File: config.mk
export PLATFORM = sky130hd
export DESIGN_NAME = mer_meas_ctrl
export DESIGN_NICKNAME = d
export VERILOG_FILES = /design/src/rtl/mer_ctrl_pkg.sv /design/src/rtl/err_pow_accum.sv /design/src/rtl/mer_meas_ctrl.sv
export SDC_FILE = /design/constraint.sdc
export NUM_CORES = 1
export LEC_CHECK = 0
export BUFFER_PORTS_ARGS = -buffer_cell sky130_fd_sc_hd__buf_2
export CORE_UTILIZATION = 61
export CTS_BUF_LIST = sky130_fd_sc_hd__clkbuf_4 sky130_fd_sc_hd__clkbuf_8
export DETAILED_ROUTE_END_ITERATION = 8
export PLACE_DENSITY_LB_ADDON = 0.15
export SLEW_MARGIN = 20
export SYNTH_ARGS = -nofsm -noshare
export SYNTH_HDL_FRONTEND = slang
export SYNTH_SLANG_ARGS = --single-unit
File: constraint.sdc
create_clock -name clk_i -period 3.2 [get_ports clk_i]
set_input_delay 0.64 -clock clk_i [delete_from_list [all_inputs] [get_ports clk_i]]
set_output_delay 0.64 -clock clk_i [all_outputs]
set_load 0.02 [all_outputs]
File: src/rtl/mer_ctrl_pkg.sv
// mer_ctrl_pkg: shared FSM state type and sizing constants for the MER measurement controller.
package mer_ctrl_pkg;
  typedef enum logic [2:0] {IDLE, CLEAR, SETTLE, MEASURE, DONE} state_e;
  localparam int SETTLE_SYMS_DEF = 16;
  localparam int WIN_LOG2_DEF = 10;
  localparam int SQ_W = 36;
endpackage

File: src/rtl/err_pow_accum.sv
// err_pow_accum: exact squarer of the signed slicer error feeding a wide power accumulator.
module err_pow_accum
  import mer_ctrl_pkg::*;
#(
  parameter int WIN_LOG2 = WIN_LOG2_DEF
) (
  input  logic                       clk_i,
  input  logic                       rst_ni,
  input  logic                       clr_i,
  input  logic                       en_i,
  input  logic signed [17:0]         error_i,
  output logic [SQ_W+WIN_LOG2-1:0]   acc_o
);
  logic signed [SQ_W-1:0] err_x;
  logic [SQ_W-1:0] sq;
  logic [SQ_W+WIN_LOG2-1:0] acc_q, acc_d;
  // The square of an 18-bit signed value is below 2^35, so the 36-bit product is exact and non-negative.
  always_comb begin
    err_x = SQ_W'(error_i);
    sq = SQ_W'(err_x * err_x);
    acc_d = clr_i ? '0 : en_i ? acc_q + {{WIN_LOG2{1'b0}}, sq} : acc_q;
  end
  always_ff @(posedge clk_i or negedge rst_ni) begin
    if (!rst_ni) acc_q <= '0;
    else acc_q <= acc_d;
  end
  assign acc_o = acc_q;
endmodule

File: src/rtl/mer_meas_ctrl.sv
// mer_meas_ctrl: sequences clear, settle and one 2^WIN_LOG2-symbol window, then latches
// the symbol error count and the mean squared slicer error.
module mer_meas_ctrl
  import mer_ctrl_pkg::*;
#(
  parameter int SETTLE_SYMS = SETTLE_SYMS_DEF,
  parameter int WIN_LOG2 = WIN_LOG2_DEF
) (
  input  logic                clk_i,
  input  logic                rst_ni,
  input  logic                sym_clk_en_i,
  input  logic                start_i,
  input  logic                abort_i,
  input  logic                sym_error_i,
  input  logic signed [17:0]  error_i,
  output logic                clear_accum_o,
  output logic                busy_o,
  output logic                done_o,
  output logic [WIN_LOG2:0]   err_count_o,
  output logic [SQ_W-1:0]     mean_sq_err_o
);
  localparam int CW = WIN_LOG2 > 8 ? WIN_LOG2 : 8;
  localparam int EW = WIN_LOG2 + 1;
  localparam logic [CW-1:0] SET_LAST = CW'(SETTLE_SYMS - 1);
  localparam logic [CW-1:0] WIN_LAST = CW'((1 << WIN_LOG2) - 1);
  state_e state_q;
  logic [CW-1:0] cnt_q;
  logic [EW-1:0] err_q, err_count_q;
  logic [SQ_W-1:0] mse_q;
  logic clr_q, busy_q, done_q, acc_en;
  logic [SQ_W+WIN_LOG2-1:0] acc;
  assign acc_en = state_q == MEASURE && sym_clk_en_i && !abort_i;
  err_pow_accum #(.WIN_LOG2(WIN_LOG2)) u_acc (
    .clk_i   (clk_i),
    .rst_ni  (rst_ni),
    .clr_i   (clr_q),
    .en_i    (acc_en),
    .error_i (error_i),
    .acc_o   (acc)
  );
  // clr_q is high exactly while in CLEAR, so it doubles as the accumulator clear.
  always_ff @(posedge clk_i or negedge rst_ni) begin
    if (!rst_ni) begin
      state_q <= IDLE;
      cnt_q <= '0;
      err_q <= '0;
      err_count_q <= '0;
      mse_q <= '0;
      clr_q <= 1'b0;
      busy_q <= 1'b0;
      done_q <= 1'b0;
    end else begin
      clr_q <= 1'b0;
      done_q <= 1'b0;
      if (abort_i && state_q inside {CLEAR, SETTLE, MEASURE}) begin
        state_q <= IDLE;
        busy_q <= 1'b0;
      end else begin
        case (state_q)
          IDLE: if (start_i && !abort_i) begin
            state_q <= CLEAR;
            clr_q <= 1'b1;
            busy_q <= 1'b1;
          end
          CLEAR: begin
            cnt_q <= '0;
            err_q <= '0;
            state_q <= SETTLE;
          end
          SETTLE: if (sym_clk_en_i) begin
            cnt_q <= cnt_q == SET_LAST ? '0 : cnt_q + CW'(1);
            if (cnt_q == SET_LAST) state_q <= MEASURE;
          end
          MEASURE: if (sym_clk_en_i) begin
            err_q <= err_q + EW'(sym_error_i);
            cnt_q <= cnt_q + CW'(1);
            if (cnt_q == WIN_LAST) state_q <= DONE;
          end
          DONE: begin
            err_count_q <= err_q;
            mse_q <= SQ_W'(acc >> WIN_LOG2);
            done_q <= 1'b1;
            busy_q <= 1'b0;
            state_q <= IDLE;
          end
          default: begin
            state_q <= IDLE;
            busy_q <= 1'b0;
          end
        endcase
      end
    end
  end
  assign clear_accum_o = clr_q;
  assign busy_o = busy_q;
  assign done_o = done_q;
  assign err_count_o = err_count_q;
  assign mean_sq_err_o = mse_q;
endmodule
## Word level (Yosys, flattened, before mapping)

Cells that the tools add are included.

- Memory bits (read-only): 0
- Latch bits: 0
- Input port bits: 24
- Memories kept: 0
- Output and inout bits: 50
- Register bits: 120
- RAM bits: 0

- Magnitude comparators: 0
- $mul: 1
- Divide/modulo/power cells: 0
- Bitwise gates (word level): 1
- Eq/ne operators: 14
- Reductions and logical operators: 15
- Muxes and demuxes: 23
- $add $sub $neg: 3
- Shift-type cells: 0

Operator list:

| kind | number |
|---|---|
| 46-bit 2-to-1 mux | 2 |
| 46-bit by 36-bit adder with 46-bit output | 1 |
| 18-bit by 18-bit multiplier with 36-bit output | 1 |
| 10-bit 2-to-1 mux | 3 |
| 10-bit case mux with 3 select lines | 1 |
| 11-bit case mux with 2 select lines | 1 |
| 3-bit 2-to-1 mux | 6 |
| 3-bit case mux with 4 select lines | 1 |
| 11-bit by 1-bit adder with 11-bit output | 1 |
| 11-bit 2-to-1 mux | 1 |
| 10-bit by 1-bit adder with 10-bit output (second input constant) | 1 |
| 10-bit equality test (second input constant) | 1 |
| 10-bit by 4-bit equality test with 1-bit output (second input constant) | 1 |
| 1-bit 2-to-1 mux | 7 |
| 3-bit by 2-bit equality test with 1-bit output (second input constant) | 2 |
| 3-bit by 1-bit inequality test with 1-bit output (second input constant) | 2 |
| 3-bit by 2-bit inequality test with 1-bit output (second input constant) | 2 |
| 5-bit AND reduction | 1 |
| 1-bit logical AND | 4 |
| 2-bit inequality test (second input constant) | 2 |
| 2-bit AND reduction | 2 |
| 4-bit AND reduction | 1 |
| 2-bit nonzero test | 2 |
| 3-bit by 1-bit equality test with 1-bit output (second input constant) | 1 |
| other kinds (10) | 10 |

## Longest topological paths before layout

- Word-level depth: 5
- Depth in mapped cells: 35
- Depth with buffers taken out: 32

## Modules after synthesis

A second synthesis with hierarchy kept.

- Cells, all modules: 1884
- Area total of the unflattened synthesis: 17987.3 um^2

Modules (own cells, without submodules):

| module | instances | cells an instance | area each (um^2) | sequential area each (um^2) |
|---|---|---|---|---|
| err_pow_accum | 1 | 1637 | 14786.7 | 1151.1 |
| mer_meas_ctrl | 1 | 247 | 3200.6 | 1851.8 |

## Least setup slack after synthesis

OpenSTA, ideal clock, no wires.

- Path type: in2reg
- Start: input port error_i[17]
- End: register u_acc.acc_q[37], in the netlist u_acc.acc_o[37]
- Path buffers: 3
- Arrival time: 8.190 ns
- Required time: 3.072 ns
- Setup time: 0.128 ns
- Path slack: -5.118 ns
- Stages: 33
- Path through: clkbuf_1 > clkbuf_1 > nand2_1 > fa_1 > inv_1 > fa_1 > inv_1 > fa_1 > inv_1 > fa_1 > fa_1 > inv_1 > fa_1 > inv_1 > ha_1 > and3_1 > nor2b_1 > nand2_1 > a2bb2oi_1 > o211ai_1 > a21o_1 > a21oi_1 > xnor2_1 > ha_1 > clkbuf_1 > nand2_1 > nor3_1 > nand3_1 > a2111oi_4 > o21bai_2 > a211o_1 > a21oi_1 > mux2_1

- Cells in the longest elaborated chain, start to end: 4

RTL lines:

| item | line | text |
|---|---|---|
| from (decl) | mer_meas_ctrl.sv:15 | `input logic signed [17:0] error_i,` |
| 18-bit by 18-bit multiplier with 36-bit output | err_pow_accum.sv:20 | `sq = SQ_W'(err_x * err_x);` |
| 46-bit by 36-bit adder with 46-bit output | err_pow_accum.sv:21 | `acc_d = clr_i ? '0 : en_i ? acc_q + {{WIN_LOG2{1'b0}}, sq} : acc_q;` |
| 46-bit 2-to-1 mux (2 in a row) | err_pow_accum.sv:21 |  |
| to (signal assigned) | err_pow_accum.sv:24 | `if (!rst_ni) acc_q <= '0;` |
| to (signal assigned) | err_pow_accum.sv:25 | `else acc_q <= acc_d;` |
| to (decl) | err_pow_accum.sv:16 | `logic [SQ_W+WIN_LOG2-1:0] acc_q, acc_d;` |

Every way passes these cells. The select of a mux whose other input is x is not followed.
A chain may end at the register's enable or synchronous reset.

## Worst setup path in the final report

Ends and elaborated chain as after synthesis.

==> flow_summary_export.csv <==
group,metric,value,unit
run_status,status,"finished, violations left",
run_status,violations,"negative setup slack",
logic_synthesis,yosys.area.top_type,"fa_1",
logic_synthesis,synth-edff-count,0,
cells_and_area,layout.cells.non_filler,2796,
grt,antenna_found_initial,0,
logic_synthesis,synth.area.top_cells,"fa_1 33%, dfrtp_1 17%, ha_1 10%, inv_1 8.9%, nand2_1 4.2%",
logic_synthesis,yosysSeqAreaShare,16.5,%
timing,skew,0.0174,ns
logic_synthesis,synthTopCellsByCount,"429 x inv_1, 298 x fa_1, 205 x nand2_1, 147 x ha_1, 120 x dfrtp_1",
logic_synthesis,syn_avg_cell_area,9.24,sq um
logic_synthesis,syn-num-nets,2438,
routing,drtIter0Drc,1178,
timing,setup_viol,42,
grt,grt_pass1_vias,16300,
routing,post_drt_wl_per_cell,18.4,microns
cells_and_area,ff_latch_area,3000,sq um
routing,vias,15600,
setup_path,cp.arrival,8.06,ns
logic_synthesis,synth_cell_types,73,
die,die_area,30500,sq um
setup_path,worstSetupPathDepth,34,
timing,holdWs,0.196,ns
job,max_cap_viol_count,0,
timing,fin_ws,-4.53,ns
cells_and_area,fin_util,84.8,%
routing,routed_via_density,5.59,
die,core_area,29000,sq um
place,place_congestion,0.932,
clock_network,hold_buffers,0,
timing,tightest_slew,0.865,ns
worst_hold_path,min_path_type,"input pin to async pin",
cells_and_area,diodes,0,
setup_path,cp_slowest_cell,"fa_2",
clock_network,numCtsBuffers,17,
setup_path,startpoint,"error_i[17]",
cells_and_area,area_growth_syn_to_layout,35.2,%
timing,slew_viol_final,0,
logic_synthesis,synth_cells,1969,
timing,hold_viol,0,
clock_network,cts_max_path_buffers,2,
clock_network,htree_levels,4,
clock_network,cts_tree,"yes",
setup_path,reg2reg_to,"u_acc.acc_o[37]",
die,boundaryPins,74,
setup_path,r2r_cells,9,
setup_path,reg2reg_slack,0.23,ns
cells_and_area,fin_area,24600,sq um
timing,max_freq,129,MHz
cells_and_area,fillCellCount,1512,
setup_path,critPathMaxStageDelay,0.58,ns
grt,grt_pass1_wl,81100,microns
setup_path,endpoint_kind,"flop",
cells_and_area,multi_input_area,15100,sq um
setup_path,critPathBufInv,9,
logic_synthesis,synth_top_area_share,32.8,%
die,start_util,62.7,%
clock_network,path_clk_slew,0.09,ns
place,dp_cells,2692,
die,die_h,175,microns
setup_path,cp-start-kind,"input pin",
cells_and_area,drive_gt1_share,37.6,%
setup_path,r2r_start,"u_acc.acc_o[10]",
timing,post-route-min-period,7.73,ns
place,place_area,22000,sq um
logic_synthesis,synthesis.area,18200,sq um
clock_network,clock-root-buffer,"clkbuf_8",
logic_synthesis,synth.most_common_cell,"inv_1",
die,rows,62,
timing,relSlewSlack,42.2,%
logic_synthesis,synth_ff_type,"dfrtp_1",
die,die_w,175,microns
timing,fin_crit_sh,242,%
logic_synthesis,ys.warnings.count,0,
setup_path,critical_path.most_common_cell,"inv_2",
place,port_buffers,73,
routing,drt_wl_total,51500,microns
logic_synthesis,ys_ff_latch,120,
timing,rsz0062_at_grt,"true",
setup_path,cp-endpoint,"u_acc.acc_o[37]",
routing,dr.pass1.iters,5,
setup_path,crit_family,"adder cells",
setup_path,crit_required,3.53,ns
grt,grt_max_degree,48,
grt,grt_overflow,0,
grt,grt_use_total,33.3,%
place,dp_hpwl,37000,microns
setup_path,crit_fanout,7,
routing,drc,0,
clock_network,cts_sinks,120,
routing,ant_nets,0,
clock_network,insertion_delay,0.45,ns
logic_synthesis,async_flop_share,100,%
cells_and_area,nets,2868,
setup_path,worstSetupPathType,"input pin to flop",
==> repair_timing <==
action / CTS / global route
buffers inserted: 51 / 28
resized for setup: 271 / 115
setup endpoints to repair: 42 / 42
pin swaps: 144 / 94
==> routing by layer <==
metal | wire length, microns | GRT usage [%] | share of wire (%) | vias up
li1 | - | - | - | 7076
met1 | 21300 | 45.4 | 41 | 7852
met2 | 26000 | 56.3 | 50 | 584
met3 | 2890 | 4.85 | 5.6 | 114
met4 | 1310 | 8.01 | 2.5 | 0
met5 | 0 | 0 | 0 | -
==> how the worst min path moves through the flow <==
stage	start	endpoint	slack, ns
final	rst_ni	u_acc.acc_o[9]	0.20
after global routing	rst_ni	u_acc.acc_o[9]	0.22
after CTS	rst_ni	u_acc.acc_o[9]	0.19
after detailed placement	mean_sq_err_o[0]	mean_sq_err_o[0]	0.49
after global placement	mean_sq_err_o[26]	mean_sq_err_o[26]	0.48
after floorplan	rst_ni	busy_o	0.34
==> worst reg2reg max path, cell delays in order (launching register included) <==
cell and delay, ns:
dfrtp_1 0.40, ha_1 0.36, and4_4 0.26, nand3_2 0.08
a211o_4 0.32, a2111oi_4 0.42, o21bai_2 0.11, a211o_4 0.40
a21oi_2 0.17, mux2_4 0.32
==> flip-flops by register name, summed over array words and instances (netlist names) <==
register       cells
done_o             1
u_acc.acc_o       46
mean_sq_err_o     36
err_q             11
cnt_q             10
busy_o             1
err_count_o       11
state_q            3
clear_accum_o      1
==> layout by cell type, fill, tap and decap left out, types with 13 or more instances in the layout <==
cell	count
inv_1	378
buf_4	344
fa_1	275
nand2_1	157
dfrtp_1	119
ha_1	111
nor2_1	76
a21oi_1	56
buf_6	56
buf_2	54
mux2_2	52
inv_2	44
nand2_2	33
a21o_1	33
ha_4	33
xnor2_1	31
and2_1	29
o21ai_0	29
a21oi_2	28
xor2_1	23
fa_2	23
clkbuf_8	21
nand3_1	19
nor2b_1	17
nand4_1	16
nand2_4	15
buf_12	15
nor2_2	14
xnor2_2	14
nor3_1	13
==> stage by stage <==
stage               setup WS [ns]  TNS (ns)
detailed placement          -4.95   -170.96
finish                      -4.53   -150.74
global placement            -4.89   -167.73
global route                -4.81   -158.89
CTS                         -4.25   -141.71
floorplan                   -4.33   -140.12
==> final cells by class <==
class,count,share of cell area [%]
inverters,429,6.68
clock inverters,11,0.880
flip-flops and latches,120,12.2
repair buffers,477,15.9
multi-input cells,1354,61.2
clock buffers,21,1.18
well taps,384,1.95
==> kinds of logic after synthesis <==
kind of cell	synth area share, %
buffers and inverters	10.2
and+or+nand+nor	13.0
xor gates and xnor gates	3.52
DFF	16.5
muxes	3.81
adders and majority gates	42.9
AOI/OAI and AO/OA	10.0
Power is not shown: default switching activity piles up to over one toggle a cycle in this logic, so the estimate is an artifact.
